## src/rtl/mutex_pkg.sv

```systemverilog
// mutex_pkg: shared FSM state encoding and index helper for the mutex arbiter.
package mutex_pkg;

    typedef enum logic [1:0] {
        FREE  = 2'd0,
        HELD  = 2'd1,
        DRAIN = 2'd2
    } mtx_state_t;

    // Successor of idx in a ring of n slots; explicit compare so n need not be a power of 2.
    function automatic int unsigned next_idx(input int unsigned idx, input int unsigned n);
        return (idx + 32'd1 >= n) ? 32'd0 : idx + 32'd1;
    endfunction

endpackage

```

## src/rtl/mutex_arbiter_rr_pick.sv

```systemverilog
// rr_pick: combinational round-robin picker. Scans turn, turn+1, ... (mod N) and
// reports the first requester found.
module rr_pick
    import mutex_pkg::*;
#(
    parameter int N   = 2,
    parameter int IDW = 1
) (
    input  logic [N-1:0]   req,
    input  logic [IDW-1:0] turn,
    output logic           any,
    output logic [IDW-1:0] pick
);

    // Candidate index for scan position gi, wrapped by compare-and-subtract.
    logic [IDW:0]   sum [N];
    logic [IDW-1:0] idx [N];

    genvar gi;
    generate
        for (gi = 0; gi < N; gi++) begin : g_scan
            assign sum[gi] = {1'b0, turn} + (IDW+1)'(gi);
            assign idx[gi] = (sum[gi] >= (IDW+1)'(N)) ? IDW'(sum[gi] - (IDW+1)'(N))
                                                      : IDW'(sum[gi]);
        end
    endgenerate

    // Walk from the farthest scan position back to turn so the nearest hit wins.
    always_comb begin
        any  = 1'b0;
        pick = '0;
        for (int k = N - 1; k >= 0; k--) begin
            if (req[idx[k]]) begin
                any  = 1'b1;
                pick = idx[k];
            end
        end
    end

endmodule

```

## src/rtl/mutex_arbiter.sv

```systemverilog
// mutex_arbiter: registered request/grant/release mutual-exclusion arbiter for N requesters.
// Optional grant-hold timeout is built when MUTEX_TIMEOUT_EN is defined; otherwise a grant
// is held until its owner releases it and timeout is tied low.
module mutex_arbiter
    import mutex_pkg::*;
#(
    parameter int N        = 2,
    parameter int IDW      = (N > 2) ? $clog2(N) : 1,
    parameter int HOLD_MAX = 15
) (
    input  logic           clock,
    input  logic           reset_n,
    input  logic [N-1:0]   req,
    input  logic [N-1:0]   rel,
    output logic [N-1:0]   grant,
    output logic           busy,
    output logic [IDW-1:0] owner,
    output logic [IDW-1:0] turn,
    output logic           timeout
);

    generate
        if (N < 2 || N > 8 || HOLD_MAX < 1) begin : g_bad_cfg
            $error("mutex_arbiter: N must be 2..8 and HOLD_MAX at least 1");
        end
    endgenerate

    mtx_state_t     state_q;
    logic [N-1:0]   grant_q;
    logic [IDW-1:0] owner_q;
    logic [IDW-1:0] turn_q;

    logic           pick_any;
    logic [IDW-1:0] pick_idx;
    logic [IDW-1:0] next_turn;
    logic           rel_own;
    logic           limit_hit;

    rr_pick #(
        .N   (N),
        .IDW (IDW)
    ) u_pick (
        .req  (req),
        .turn (turn_q),
        .any  (pick_any),
        .pick (pick_idx)
    );

    // Only the current owner's release bit matters; everyone else's is ignored.
    assign rel_own   = rel[owner_q];
    assign next_turn = IDW'(next_idx(32'(owner_q), 32'(N)));

`ifdef MUTEX_TIMEOUT_EN
    localparam int HW = $clog2(HOLD_MAX + 1);
    logic [HW-1:0] hold_q;
    logic          timeout_q;

    // hold_q counts completed HELD cycles, so the limit fires in the HOLD_MAX-th one.
    assign limit_hit = (hold_q == HW'(HOLD_MAX - 1));
    assign timeout   = timeout_q;
`else
    assign limit_hit = 1'b0;
    assign timeout   = 1'b0;
`endif

    // FSM: grant on a FREE pick, drop on release or revoke, then one idle DRAIN cycle.
    always_ff @(posedge clock or negedge reset_n) begin
        if (!reset_n) begin
            state_q <= FREE;
            grant_q <= '0;
            owner_q <= '0;
            turn_q  <= '0;
`ifdef MUTEX_TIMEOUT_EN
            hold_q    <= '0;
            timeout_q <= 1'b0;
`endif
        end else begin
`ifdef MUTEX_TIMEOUT_EN
            timeout_q <= 1'b0;
`endif
            case (state_q)
                FREE: begin
                    if (pick_any) begin
                        state_q <= HELD;
                        grant_q <= N'(1) << pick_idx;
                        owner_q <= pick_idx;
`ifdef MUTEX_TIMEOUT_EN
                        hold_q  <= '0;
`endif
                    end
                end
                HELD: begin
                    if (rel_own || limit_hit) begin
                        state_q <= DRAIN;
                        grant_q <= '0;
                        owner_q <= '0;
                        turn_q  <= next_turn;
`ifdef MUTEX_TIMEOUT_EN
                        // A release in the limit cycle is a normal release, not a revoke.
                        timeout_q <= limit_hit && !rel_own;
`endif
                    end
`ifdef MUTEX_TIMEOUT_EN
                    else begin
                        hold_q <= hold_q + 1'b1;
                    end
`endif
                end
                DRAIN: begin
                    state_q <= FREE;
                end
                default: begin
                    state_q <= FREE;
                end
            endcase
        end
    end

    assign grant = grant_q;
    assign busy  = |grant_q;
    assign owner = owner_q;
    assign turn  = turn_q;

endmodule

```

## config.mk

```make
export PLATFORM = sky130hd
export DESIGN_NAME = mutex_arbiter
export DESIGN_NICKNAME = d
export VERILOG_FILES = /design/src/rtl/mutex_pkg.sv /design/src/rtl/mutex_arbiter_rr_pick.sv /design/src/rtl/mutex_arbiter.sv
export SDC_FILE = /design/constraint.sdc
export NUM_CORES = 1
export LEC_CHECK = 0
export ABC_AREA = 1
export BUFFER_PORTS_ARGS = -buffer_cell sky130_fd_sc_hd__buf_4
export CORE_AREA = 3 3 40 42
export CTS_CLUSTER_DIAMETER = 120
export DETAILED_ROUTE_END_ITERATION = 8
export DIE_AREA = 0 0 43 45
export SETUP_SLACK_MARGIN = 0.02
export SLEW_MARGIN = 0
export SYNTH_ARGS = -nofsm -noshare
export SYNTH_HDL_FRONTEND = slang
export SYNTH_HIERARCHICAL = 1
export SYNTH_SLANG_ARGS = --single-unit
```

## constraint.sdc

```tcl
create_clock -name clock -period 2.2 [get_ports clock]
set_input_delay 0.22 -clock clock [delete_from_list [all_inputs] [get_ports clock]]
set_output_delay 0.22 -clock clock [all_outputs]
set_load 0.02 [all_outputs]
```

==> metrics.md, run 1 <==
| Metric | Value |
|---|---|
| Outcome | `completed` |
| Reg area | `125 um2` |
| Synth Area in XOR/XNOR | `0%` |
| R2r endpoint | `grant[1]$_DFFE_PN0P_` |
| Starting DRC count in detailed routing | `5` |
| CP arrival | `1060 ps` |
| Worst Path Required | `1980 ps` |
| Post-detailed-route wirelength per cell | `8.10 um` |
| Via density | `3.61` |
| Bufs on Longest Clock Path | `2` |
| Crit Path Class | `flip-flop to primary output` |
| R2r setup slk | `1250 ps` |
| R2R cell count | `6` |
| CTS buffer count | `3` |
| Slowest stage delay, CP | `430 ps` |
| Main combinational cell family by area after synthesis | `simple AND/OR/NAND/NOR gates` |
| Count of cell types in the netlist | `13` |
| Fin util | `29.4%` |
| Starting Density | `20.4%` |
| Final Cycle Share | `58.4%` |
| Chip width | `43 um` |
| Clk root buf | `clkbuf_4` |
| CP Depth | `2` |
| Clock-pin slew on the worst setup and hold paths | `40 ps` |
| Global-route total usage across every layer | `6.02%` |
| Die Height | `45 um` |
| Maxcap violations | `0` |
| Post-Route Skew | `0.142 ps` |
| Syn Nets | `39` |
| Fmax | `778 MHz` |
| DIE AREA | `0.00194 mm2` |
| Slew Viols, Final | `0` |
| RSZ-0062 raised after global routing | `false` |
| Post-synthesis simple-gate area fraction | `32.9%` |
| Setup TNS | `0 ps` |
| Busiest grt layer | `met2` |
| Minimum clock period | `1280 ps` |
| Setup-failing EPs final | `0` |
| Vias in the first global route | `222` |
| Initial antenna violation count | `0` |
| Mapped Area | `263 um2` |
| Clock latency on the worst-skew pair | `230 ps` |
| # DRC | `0` |
| Routed Antenna Nets | `0` |
| Compound-Gate Fraction of Synth Area | `3.81%` |
| Cell Area, Placed | `342 um2` |
| Layout area overhead | `43.8%` |
| Area of the multi-input gates | `100 um2` |
| GR Overflow Total | `0` |
| Post-synthesis register bit count | `5` |
| Hold Path Class | `primary input to flip-flop` |
| VDD IR max | `320 uV` |
| Dpl ws | `1160 ps` |
| Critical Path Start | `grant[1]$_DFFE_PN0P_` |
| Hold Fails Final Rpt | `0` |
| Syn Area/Cell | `7.96 um2` |
| Diode count | `0` |
| Vias after detailed routing | `220` |
| Warnings, synthesis | `6` |
| Port Buffers | `10` |
| Setup crit start kind | `flip-flop` |
| Chain of cells forming the critical path | `or2_1 -> buf_4` |
| Met3 GRT Util | `2.79%` |
| CP Capture Type | `primary output` |
| Ports | `12` |
| Bufs and invs on worst path | `1` |
| Core outline area | `0.00128 mm2` |
| Worst Setup Slack, final | `915 ps` |
| Critical-path top delay cell | `dfrtp_1` |
| # nets final | `53` |
| Maximum fanout along the worst path | `7` |
| Sequential fraction of the synthesis area | `47.6%` |
| Largest net degree at the start of global routing | `8` |
| TritonCTS clock tree | `yes` |
| Share of layout cells above drive strength 1 | `39.1%` |
| Setup crit end | `busy` |
| Clk sinks | `5` |
| Post-synthesis mux area share | `0%` |
| Crit-path leading delay family | `flip-flops` |
| Drt pass-1 iters | `2` |
| Design area | `378 um2` |
| Fraction of the mapped netlist area in adder cells | `0%` |
| First-pass GRT wire length | `807 um` |
| Std cell rows | `13` |
| Post-Syn Instances | `33` |
| Routed wire length | `494 um` |
| Post-CTS setup buffers | `0` |
| H-tree depth | `1` |
| Fillers | `148` |
| Routability cong. | `0.649` |
| Reg2reg start | `grant[1]$_DFFE_PN0P_` |
| Met2 Usage GRT | `10.2%` |
| Pwr dens | `1400 mW/mm2` |
| Fin Hold WS | `287 ps` |
| LEAKAGE | `0.210 nW` |
| M1 GR Usage | `5.37%` |
-- cells by family (layout without fill, tap and decap cells) --
| family | after synthesis | after routing |
|---|---|---|
| AOI/OAI and AO/OA | 2 | 2 |
| DFF | 5 | 5 |
| other | 1 | 1 |
| and+or+nand+nor | 17 | 17 |
| buffers and inverters | 8 | 21 |
-- cells in the final DEF, fill, tap and decap left out, drive strengths merged --
cell         count
clkbuf           4
dlygate4sd3      1
or2              3
inv              6
nor2             1
nand4            1
dfrtp            5
nand3            4
o21ai            1
nand2            8
buf             10
a21oi            1
conb             1
-- flip-flops by register name (all words and copies together) (netlist names) --
name and cells:
grant 2, state_q 2, turn 1
-- Yosys cell counts (all sizes together) --
| library cell | count | area share, % |
|---|---|---|
| a21oi | 1 | 1.9 |
| buf | 2 | 5.7 |
| conb | 1 | 1.4 |
| dfrtp | 5 | 48 |
| inv | 6 | 8.6 |
| nand2 | 8 | 14 |
| nand3 | 4 | 7.6 |
| nand4 | 1 | 2.4 |
| nor2 | 1 | 1.4 |
| o21ai | 1 | 1.9 |
| or2 | 3 | 7.1 |
-- cell type report --
class	count	share of cell area [%]
sequential	5	33.1
timing repair buffer	11	22.5
tap	15	4.97
clock buffer	4	6.95
inverter	6	5.96
multi-input combinational	20	26.5
-- worst reg2reg max path: stages (launching register included) --
cell and delay (ps):
dfrtp_1 430, inv_1 90, nand2_2 60, nand2_2 50
nand2_2 70, nand3_1 80, nand2_1 60
-- layer usage --
metal | share of wire [%] | vias to the layer above | routed length, um
li1 | - | 124 | -
met3 | 5.7 | 0 | 28
met1 | 38 | 92 | 189
met2 | 56 | 4 | 275
met5 | 0 | - | 0
met4 | 0 | 0 | 0
-- through the flow --
step,std cells,total power [W]
finish,61,0.000528
detailed placement,56,0.000433
CTS,61,0.000540
global placement,56,0.000432
global route,61,0.000583
floorplan,33,0.000341
-- report_power, final --
part	switching, W	internal [W]
Sequential	0.0000324	0.000136
Clock	0.0000326	0.0000682
Combinational	0.000151	0.000108
Total	0.000216	0.000312
-- worst min-delay path by stage --
| stage | startpoint | end | slack (ps) | cells past startpoint |
|---|---|---|---|---|
| 6_report | rel[0] | state_q[0]$_DFFE_PN0P_ | 290 | 4 |
| 5_1_grt | rel[0] | state_q[0]$_DFFE_PN0P_ | 290 | 4 |
| 4_1_cts | rel[0] | state_q[0]$_DFFE_PN0P_ | 290 | 4 |
| 3_5_place_dp | reset_n | turn$_DFFE_PN0P_ | 20 | 1 |
| 3_3_place_gp | reset_n | grant[0]$_DFFE_PN0P_ | 20 | 1 |
| 2_1_floorplan | reset_n | grant[0]$_DFFE_PN0P_ | -80 | 0 |
-- timing repair --
action	CTS	global route
hold endpoints to repair	5	0
resized for setup	0	0
hold buffers	1	0
endpoints found under the setup margin	0	0
No activity file was read; power rests on OpenSTA's default activity.
==> run 2, diff against run 1 <==
Clock period 2.2 ns to 1.13 ns, I/O delays scaled along.
==> run 2 against run 1 <==
Core utilization up 1.6 points; clock-buffer cell count unchanged; first-iteration DRC count unchanged; power up 110%; highest routed layer unchanged; flip-flop and latch count unchanged; via count up 7.3%; final cell count up 3.3%.
==> metrics.md, run 2 (same netlist as run 1, synthesis figures left out) <==
| Metric | Value |
|---|---|
| Final Cycle Share | `96.9%` |
| Slew Viols, Final | `0 (unchanged)` |
| Maxcap violations | `0 (unchanged)` |
| Setup TNS | `0 ps (unchanged)` |
| Worst Path Required | `1020 ps (was 1980 ps)` |
| # DRC | `0 (unchanged)` |
| Chip width | `43 um (unchanged)` |
| RSZ-0062 raised after global routing | `true (was false)` |
| Setup-failing EPs final | `0 (unchanged)` |
| CP Capture Type | `primary output (unchanged)` |
| Design area | `398 um2 (was 378 um2)` |
| R2r setup slk | `100 ps (was 1250 ps)` |
| Diode count | `0 (unchanged)` |
| Critical Path Start | `grant[0]$_DFFE_PN0P_ (was grant[1]$_DFFE_PN0P_)` |
| Slowest stage delay, CP | `380 ps (was 430 ps)` |
| Reg2reg start | `grant[1]$_DFFE_PN0P_ (unchanged)` |
| Clk root buf | `clkbuf_4 (unchanged)` |
| Minimum clock period | `1100 ps` |
| Initial antenna violation count | `0 (unchanged)` |
| VDD IR max | `850 uV (was 320 uV)` |
| Critical-path top delay cell | `dfrtp_1 (unchanged)` |
| Routed wire length | `511 um (was 494 um)` |
| Vias in the first global route | `219 (was 222)` |
| Pwr dens | `2760 mW/mm2 (was 1400 mW/mm2)` |
| Via density | `3.75 (was 3.61)` |
| Inst Count DP | `56 (unchanged)` |
| Worst Setup Slack, final | `34.6 ps (was 915 ps)` |
| Fmax | `913 MHz` |
| Clock latency on the worst-skew pair | `230 ps (about the same)` |
| Clk sinks | `5 (unchanged)` |
| CP arrival | `980 ps (was 1060 ps)` |
| Maximum fanout along the worst path | `3 (was 7)` |
| Hold Path Class | `primary input to flip-flop (unchanged)` |
| Dpl ws | `153 ps (was 1160 ps)` |
| Met3 GRT Util | `2.39% (was 2.79%)` |
| Clock-pin slew on the worst setup and hold paths | `40 ps (about the same)` |
| R2R cell count | `7 (was 6)` |
| Setup crit end | `busy (unchanged)` |
| Routability cong. | `0.670 (was 0.649)` |
| Commonest cells after routing, fill and taps aside | `buf_4 (11), nand2_1 (5), inv_1 (4), nand3_1 (4), dfrtp_1 (4) (was buf_4 (10), nand2_1 (5), dfrtp_1 (5))` |
| Largest net degree at the start of global routing | `7 (was 8)` |
| Fillers | `150 (was 148)` |
| Busiest grt layer | `met2 (unchanged)` |
| DIE AREA | `0.00194 mm2 (unchanged)` |
| R2r endpoint | `grant[0]$_DFFE_PN0P_ (was grant[1]$_DFFE_PN0P_)` |
| M1 GR Usage | `6.37% (was 5.37%)` |
| Die Height | `45 um (unchanged)` |
| Outcome | `completed (unchanged)` |
| Bufs on Longest Clock Path | `2 (unchanged)` |
| Cell Area, Placed | `342 um2 (unchanged)` |
| Crit Path Class | `flip-flop to primary output (unchanged)` |
| Vias after detailed routing | `236 (was 220)` |
| HPWL Detailed | `421 um` |
| First-pass GRT wire length | `828 um (was 807 um)` |
| Hold Fails Final Rpt | `0 (unchanged)` |
| CTS buffer count | `3 (unchanged)` |
| Routed Antenna Nets | `0 (unchanged)` |
| Post-detailed-route wirelength per cell | `8.11 um (was 8.10 um)` |
| Layout area overhead | `51.4% (was 43.8%)` |
| Starting Density | `20.4% (unchanged)` |
| TritonCTS clock tree | `yes (unchanged)` |
| Post-Layout Cell Count | `63 (was 61)` |
| Chain of cells forming the critical path | `or2_1 -> buf_6 (was or2_1 -> buf_4)` |
| Std cell rows | `13 (unchanged)` |
| Ports | `12 (unchanged)` |
| Starting DRC count in detailed routing | `5 (unchanged)` |
| Global-route total usage across every layer | `6.03% (was 6.02%)` |
| Commonest non-fill, non-tap cell in the layout | `buf_4 (unchanged)` |
| Port Buffers | `10 (unchanged)` |
| H-tree depth | `1 (unchanged)` |
| Drt pass-1 iters | `4 (was 2)` |
| Setup crit start kind | `flip-flop (unchanged)` |
| Post-Route Skew | `2.53 ps (was 0.142 ps)` |
| LEAKAGE | `0.220 nW (was 0.210 nW)` |
| Share of layout cells above drive strength 1 | `43.8% (was 39.1%)` |
| Met2 Usage GRT | `9.28% (was 10.2%)` |
| Core outline area | `0.00128 mm2 (unchanged)` |
| # nets final | `55 (was 53)` |
| GR Overflow Total | `0 (unchanged)` |
| Fin Hold WS | `171 ps (was 287 ps)` |
==> run 2: cell count changes in the layout (fill, tap and decap cells not counted) <==
| cell | previous run | this run |
|---|---|---|
| dfrtp_1 | 5 | 4 |
| buf_6 | 0 | 1 |
| dfrtp_2 | 0 | 1 |
| buf_4 | 10 | 11 |
==> run 2: critical path: cells and delay by family (launching register included) <==
kind                   cells  cell delay, ps
flip-flops                 1             380
AND/OR/NAND/NOR            1             240
buffers and inverters      1             130
==> run 2: area by class of cell <==
class | instances | area (um2) | share of cell area (%)
Tap cell | 15 | 18.8 | 4.72
Multi-Input combinational cell | 20 | 100 | 25.2
Clock buffer | 4 | 26.3 | 6.60
Inverter | 6 | 22.5 | 5.66
Sequential cell | 5 | 126 | 31.8
Timing Repair Buffer | 13 | 104 | 26.1
==> run 2: worst min path at each step <==
stage | slack, ps | depth (start not counted) | from | endpoint
detailed placement | -80 | 1 | reset_n | grant[0]$_DFFE_PN0P_
CTS | 170 | 4 | rel[0] | state_q[0]$_DFFE_PN0P_
floorplan | -180 | 0 | reset_n | grant[0]$_DFFE_PN0P_
global route | 170 | 4 | rel[0] | state_q[0]$_DFFE_PN0P_
global placement | -80 | 1 | reset_n | grant[0]$_DFFE_PN0P_
finish | 170 | 4 | rel[0] | state_q[0]$_DFFE_PN0P_
==> run 2: power breakdown <==
part           internal [W]  switching [W]
registers          0.000267      0.0000486
clock network      0.000133      0.0000640
logic              0.000260       0.000324
total              0.000660       0.000437
==> run 2: timing repair <==
action | in CTS | in global routing
setup buffers | 1 | 1
endpoints found under the setup margin | 1 | 1
hold buffers | 1 | 0
hold endpoints to repair | 5 | 0
gates resized for setup | 2 | 0
pin swaps | 1 | 0
==> run 2: layer usage <==
metal,part of all wire (%),up-vias
met1,42,106
met2,53,4
met5,0,-
li1,-,126
met4,0,0
met3,4.5,0
==> run 2: metrics by stage <==
stage | utilization [%] | power (W)
floorplan | - | 0.000664
global placement | 26.6 | 0.000836
detailed placement | 26.6 | 0.000845
CTS | 30.4 | 0.00110
global route | 31.0 | 0.00118
finish | 31.0 | 0.00110
==> run 3, diff against run 2 <==
Settings changed: ABC_AREA 1 to unset, GPL_ROUTABILITY_DRIVEN set to 0.
==> run 3 against run 2 <==
The flow now finishes with violations (negative setup slack); worst hold slack improved by 34 ps; wire length rose by 41%; worst setup slack got worse by 49 ps; clock-buffer cell count did not move; largest power group unchanged; largest cell class is now multi-input combinational cells; synthesized area rose by 12%; first-iteration DRC count did not move; maximum frequency fell by 4.3%.
==> metrics.md, run 3 <==
| Metric | Value |
|---|---|
| Outcome | `complete, but fails checks (was completed)` |
| Failing checks | `negative setup slack` |
| Post-detailed-route wirelength per cell | `11.1 um (was 8.11 um)` |
| GR Overflow Total | `0 (unchanged)` |
| Yosys top cell by area | `dfrtp_1 (unchanged)` |
| Critical Path Start | `turn$_DFFE_PN0P_ (was grant[0]$_DFFE_PN0P_)` |
| Die Height | `45 um (unchanged)` |
| Setup crit end | `grant[0]$_DFFE_PN0P_ (was busy)` |
| Chip width | `43 um (unchanged)` |
| Cell Area, Placed | `393 um2 (was 342 um2)` |
| Ys async rst share | `100% (unchanged)` |
| DIE AREA | `0.00194 mm2 (unchanged)` |
| H-tree depth | `1 (unchanged)` |
| Most common cell in the netlist | `dfrtp_1` |
| Critical-path top delay cell | `or4b_1 (was dfrtp_1)` |
| Setup crit start kind | `flip-flop (unchanged)` |
| Slew Viols, Final | `0 (unchanged)` |
| Main synth FF type | `dfrtp_1 (unchanged)` |
| R2r endpoint | `grant[0]$_DFFE_PN0P_ (unchanged)` |
| Clk root buf | `clkbuf_4 (unchanged)` |
| Final Cycle Share | `101% (was 96.9%)` |
| Most frequent cells after synthesis | `dfrtp_1 (5), o21ai_0 (4) (was dfrtp_1 (5), nand2_1 (5), inv_1 (4), nand3_1 (4))` |
| Maximum fanout along the worst path | `2 (was 3)` |
| Clk sinks | `5 (unchanged)` |
| CP Capture Type | `flip-flop (was primary output)` |
| Crit Path Class | `flip-flop to flip-flop (was flip-flop to primary output)` |
| Vias in the first global route | `298 (was 219)` |
| Clock-pin slew on the worst setup and hold paths | `50 ps (was 40 ps)` |
| Syn Nets | `38 (was 39)` |
| CP arrival | `1330 ps (was 980 ps)` |
| Worst Path Required | `1310 ps (was 1020 ps)` |
| Sequential fraction of the synthesis area | `42.6% (was 47.6%)` |
| Port Buffers | `10 (unchanged)` |
| Via density | `4.42 (was 3.75)` |
| Fin util | `36.7% (was 31.0%)` |
| Pwr dens | `2540 mW/mm2 (was 2760 mW/mm2)` |
| First-pass GRT wire length | `1.27 mm (was 828 um)` |
| Hold Path Class | `primary input to async pin (was primary input to flip-flop)` |
| Chain of cells forming the critical path | `inv_2 -> a21boi_2 -> or4b_1 -> nand3_1 (was or2_1 -> buf_6)` |
| Share of layout cells above drive strength 1 | `50.0% (was 43.8%)` |
| Top post-synthesis cells by area | `dfrtp_1 (43%), mux2i_1 (6.8%), o21ai_0 (6.8%) (was dfrtp_1 (48%), nand3_1 (7.6%), nand2_1 (7.1%))` |
| Reg2reg start | `turn$_DFFE_PN0P_ (was grant[1]$_DFFE_PN0P_)` |
| Drt pass-1 iters | `4 (unchanged)` |
| Global-route total usage across every layer | `9.56% (was 6.03%)` |
| Yosys top cell area share | `42.6% (was 47.6%)` |
| Layout area overhead | `60.4% (was 51.4%)` |
| RSZ-0062 raised after global routing | `true (unchanged)` |
| Syn Area/Cell | `9.19 um2 (was 7.96 um2)` |
| Worst Setup Slack, final | `-14.1 ps (was 34.6 ps)` |
| Diode count | `0 (unchanged)` |
| Routed wire length | `719 um (was 511 um)` |
| # nets final | `57 (was 55)` |
| Post-Route Skew | `5.63 ps (was 2.53 ps)` |
| R2r setup slk | `-10 ps (was 100 ps)` |
| Count of cell types in the netlist | `18 (was 13)` |
| Fmax | `874 MHz (was 913 MHz)` |
| Setup-failing EPs final | `1 (was 0)` |
| Mapped Area | `294 um2 (was 263 um2)` |
| Largest net degree at the start of global routing | `9 (was 7)` |
| Design area | `472 um2 (was 398 um2)` |
| Warnings, synthesis | `6 (unchanged)` |
| Clock latency on the worst-skew pair | `250 ps (was 230 ps)` |
| LEAKAGE | `0.223 nW (was 0.220 nW)` |
| Ports | `12 (unchanged)` |
| R2R cell count | `4 (was 7)` |
| Commonest cells after routing, fill and taps aside | `buf_4 (14), o21ai_0 (4), clkbuf_4 (3), dfrtp_1 (3) (was buf_4 (11), nand2_1 (5), inv_1 (4), nand3_1 (4), dfrtp_1 (4))` |
| VDD IR max | `1150 uV (was 850 uV)` |
| Dpl ws | `-30.3 ps (was 153 ps)` |
| Minimum clock period | `1140 ps (was 1100 ps)` |
| Std cell rows | `13 (unchanged)` |
| Post-synthesis register bit count | `5 (unchanged)` |
| TritonCTS clock tree | `yes (unchanged)` |
| Starting DRC count in detailed routing | `5 (unchanged)` |
| # DRC | `0 (unchanged)` |
| Initial antenna violation count | `0 (unchanged)` |
| Maxcap violations | `0 (unchanged)` |
| Post-synth EDFFs | `0 (unchanged)` |
| Hold Fails Final Rpt | `0 (unchanged)` |
| HPWL Detailed | `520 um (was 421 um)` |
| Post-Syn Instances | `32 (was 33)` |
| Bufs on Longest Clock Path | `2 (unchanged)` |
| Core outline area | `0.00128 mm2 (unchanged)` |
| Routed Antenna Nets | `0 (unchanged)` |
| Commonest non-fill, non-tap cell in the layout | `buf_4 (unchanged)` |
| Vias after detailed routing | `287 (was 236)` |
| CTS buffer count | `3 (unchanged)` |
| Slowest stage delay, CP | `470 ps (was 380 ps)` |
| Starting Density | `22.9% (was 20.4%)` |
[run 3: cell types whose count changed in the layout (fill, tap and decap cells not counted), moves of 2 or more]
cell     before  now
a31oi_1       0    2
buf_4        11   14
inv_1         4    1
nand2_1       5    1
nand2_2       3    0
nand3_1       4    2
nor2b_1       0    2
o21ai_0       0    4
or2_1         3    1
[run 3: area by class of cell]
cell class / count / area, um2
multi-input cells: 22 / 154
fillers: 146 / 813
well taps: 15 / 18.8
flip-flops and latches: 5 / 128
inverters: 2 / 7.51
repair buffers: 17 / 138
clock buffers: 4 / 26.3
[run 3: kinds of logic after synthesis]
group | count (synthesis) | share of synthesized area, %
AND/OR/NAND/NOR | 12 | 24.3
other | 1 | 1.28
AO/OA/AOI/OAI | 7 | 13.6
flip-flops | 5 | 42.6
multiplexers | 2 | 6.81
buffers and inverters | 5 | 11.5
[run 3: layer usage]
layer | part of all wire, % | vias up | wire length, um | global-route usage, %
met5 | 0 | - | 0 | 0
met1 | 40 | 132 | 285 | 10.6
li1 | - | 143 | - | -
met4 | 1.4 | 0 | 10 | 5.42
met3 | 9.9 | 2 | 71 | 5.98
met2 | 49 | 10 | 352 | 14.1
[run 3: worst min-delay path by stage]
stage | start | end | slack, ps | cells after the start
6_report | reset_n | turn$_DFFE_PN0P_ | 210 | 2
5_1_grt | reset_n | turn$_DFFE_PN0P_ | 220 | 2
4_1_cts | rel[0] | turn$_DFFE_PN0P_ | 200 | 3
3_5_place_dp | reset_n | grant[0]$_DFFE_PN0P_ | -80 | 1
3_3_place_gp | reset_n | state_q[0]$_DFFE_PN0P_ | -80 | 1
2_1_floorplan | reset_n | grant[0]$_DFFE_PN0P_ | -180 | 0
[run 3: report_power, final]
group	switching, W	internal [W]	total [W]
combinational	0.000330	0.000359	0.000688
sequential	0.0000415	0.000258	0.000300
clock	0.0000773	0.000134	0.000211
[run 3: timing repair]
item,4_1_cts,5_1_grt
pin swaps,3,1
resized for setup,5,3
endpoints found under the setup margin,2,5
hold endpoints to repair,5,0
hold buffers,1,0
setup buffers,2,0
[run 3: worst max-delay path: cells and delay by family (launching register included)]
family	cells	cell delay, ps
buf+inv	1	70
flops	1	410
simple gates	2	550
compound gates	1	50
[run 3: stage by stage]
step	instances	hold WS (ps)	TNS, ps	power, W
after floorplan	32	-183	-53.9	0.000668
after global placement	58	-83.8	-16.9	0.000860
after detailed placement	58	-82.9	-30.3	0.000869
after CTS	65	199	-21.3	0.00118
after global routing	65	219	-106	0.00131
final	65	205	-14.1	0.00120
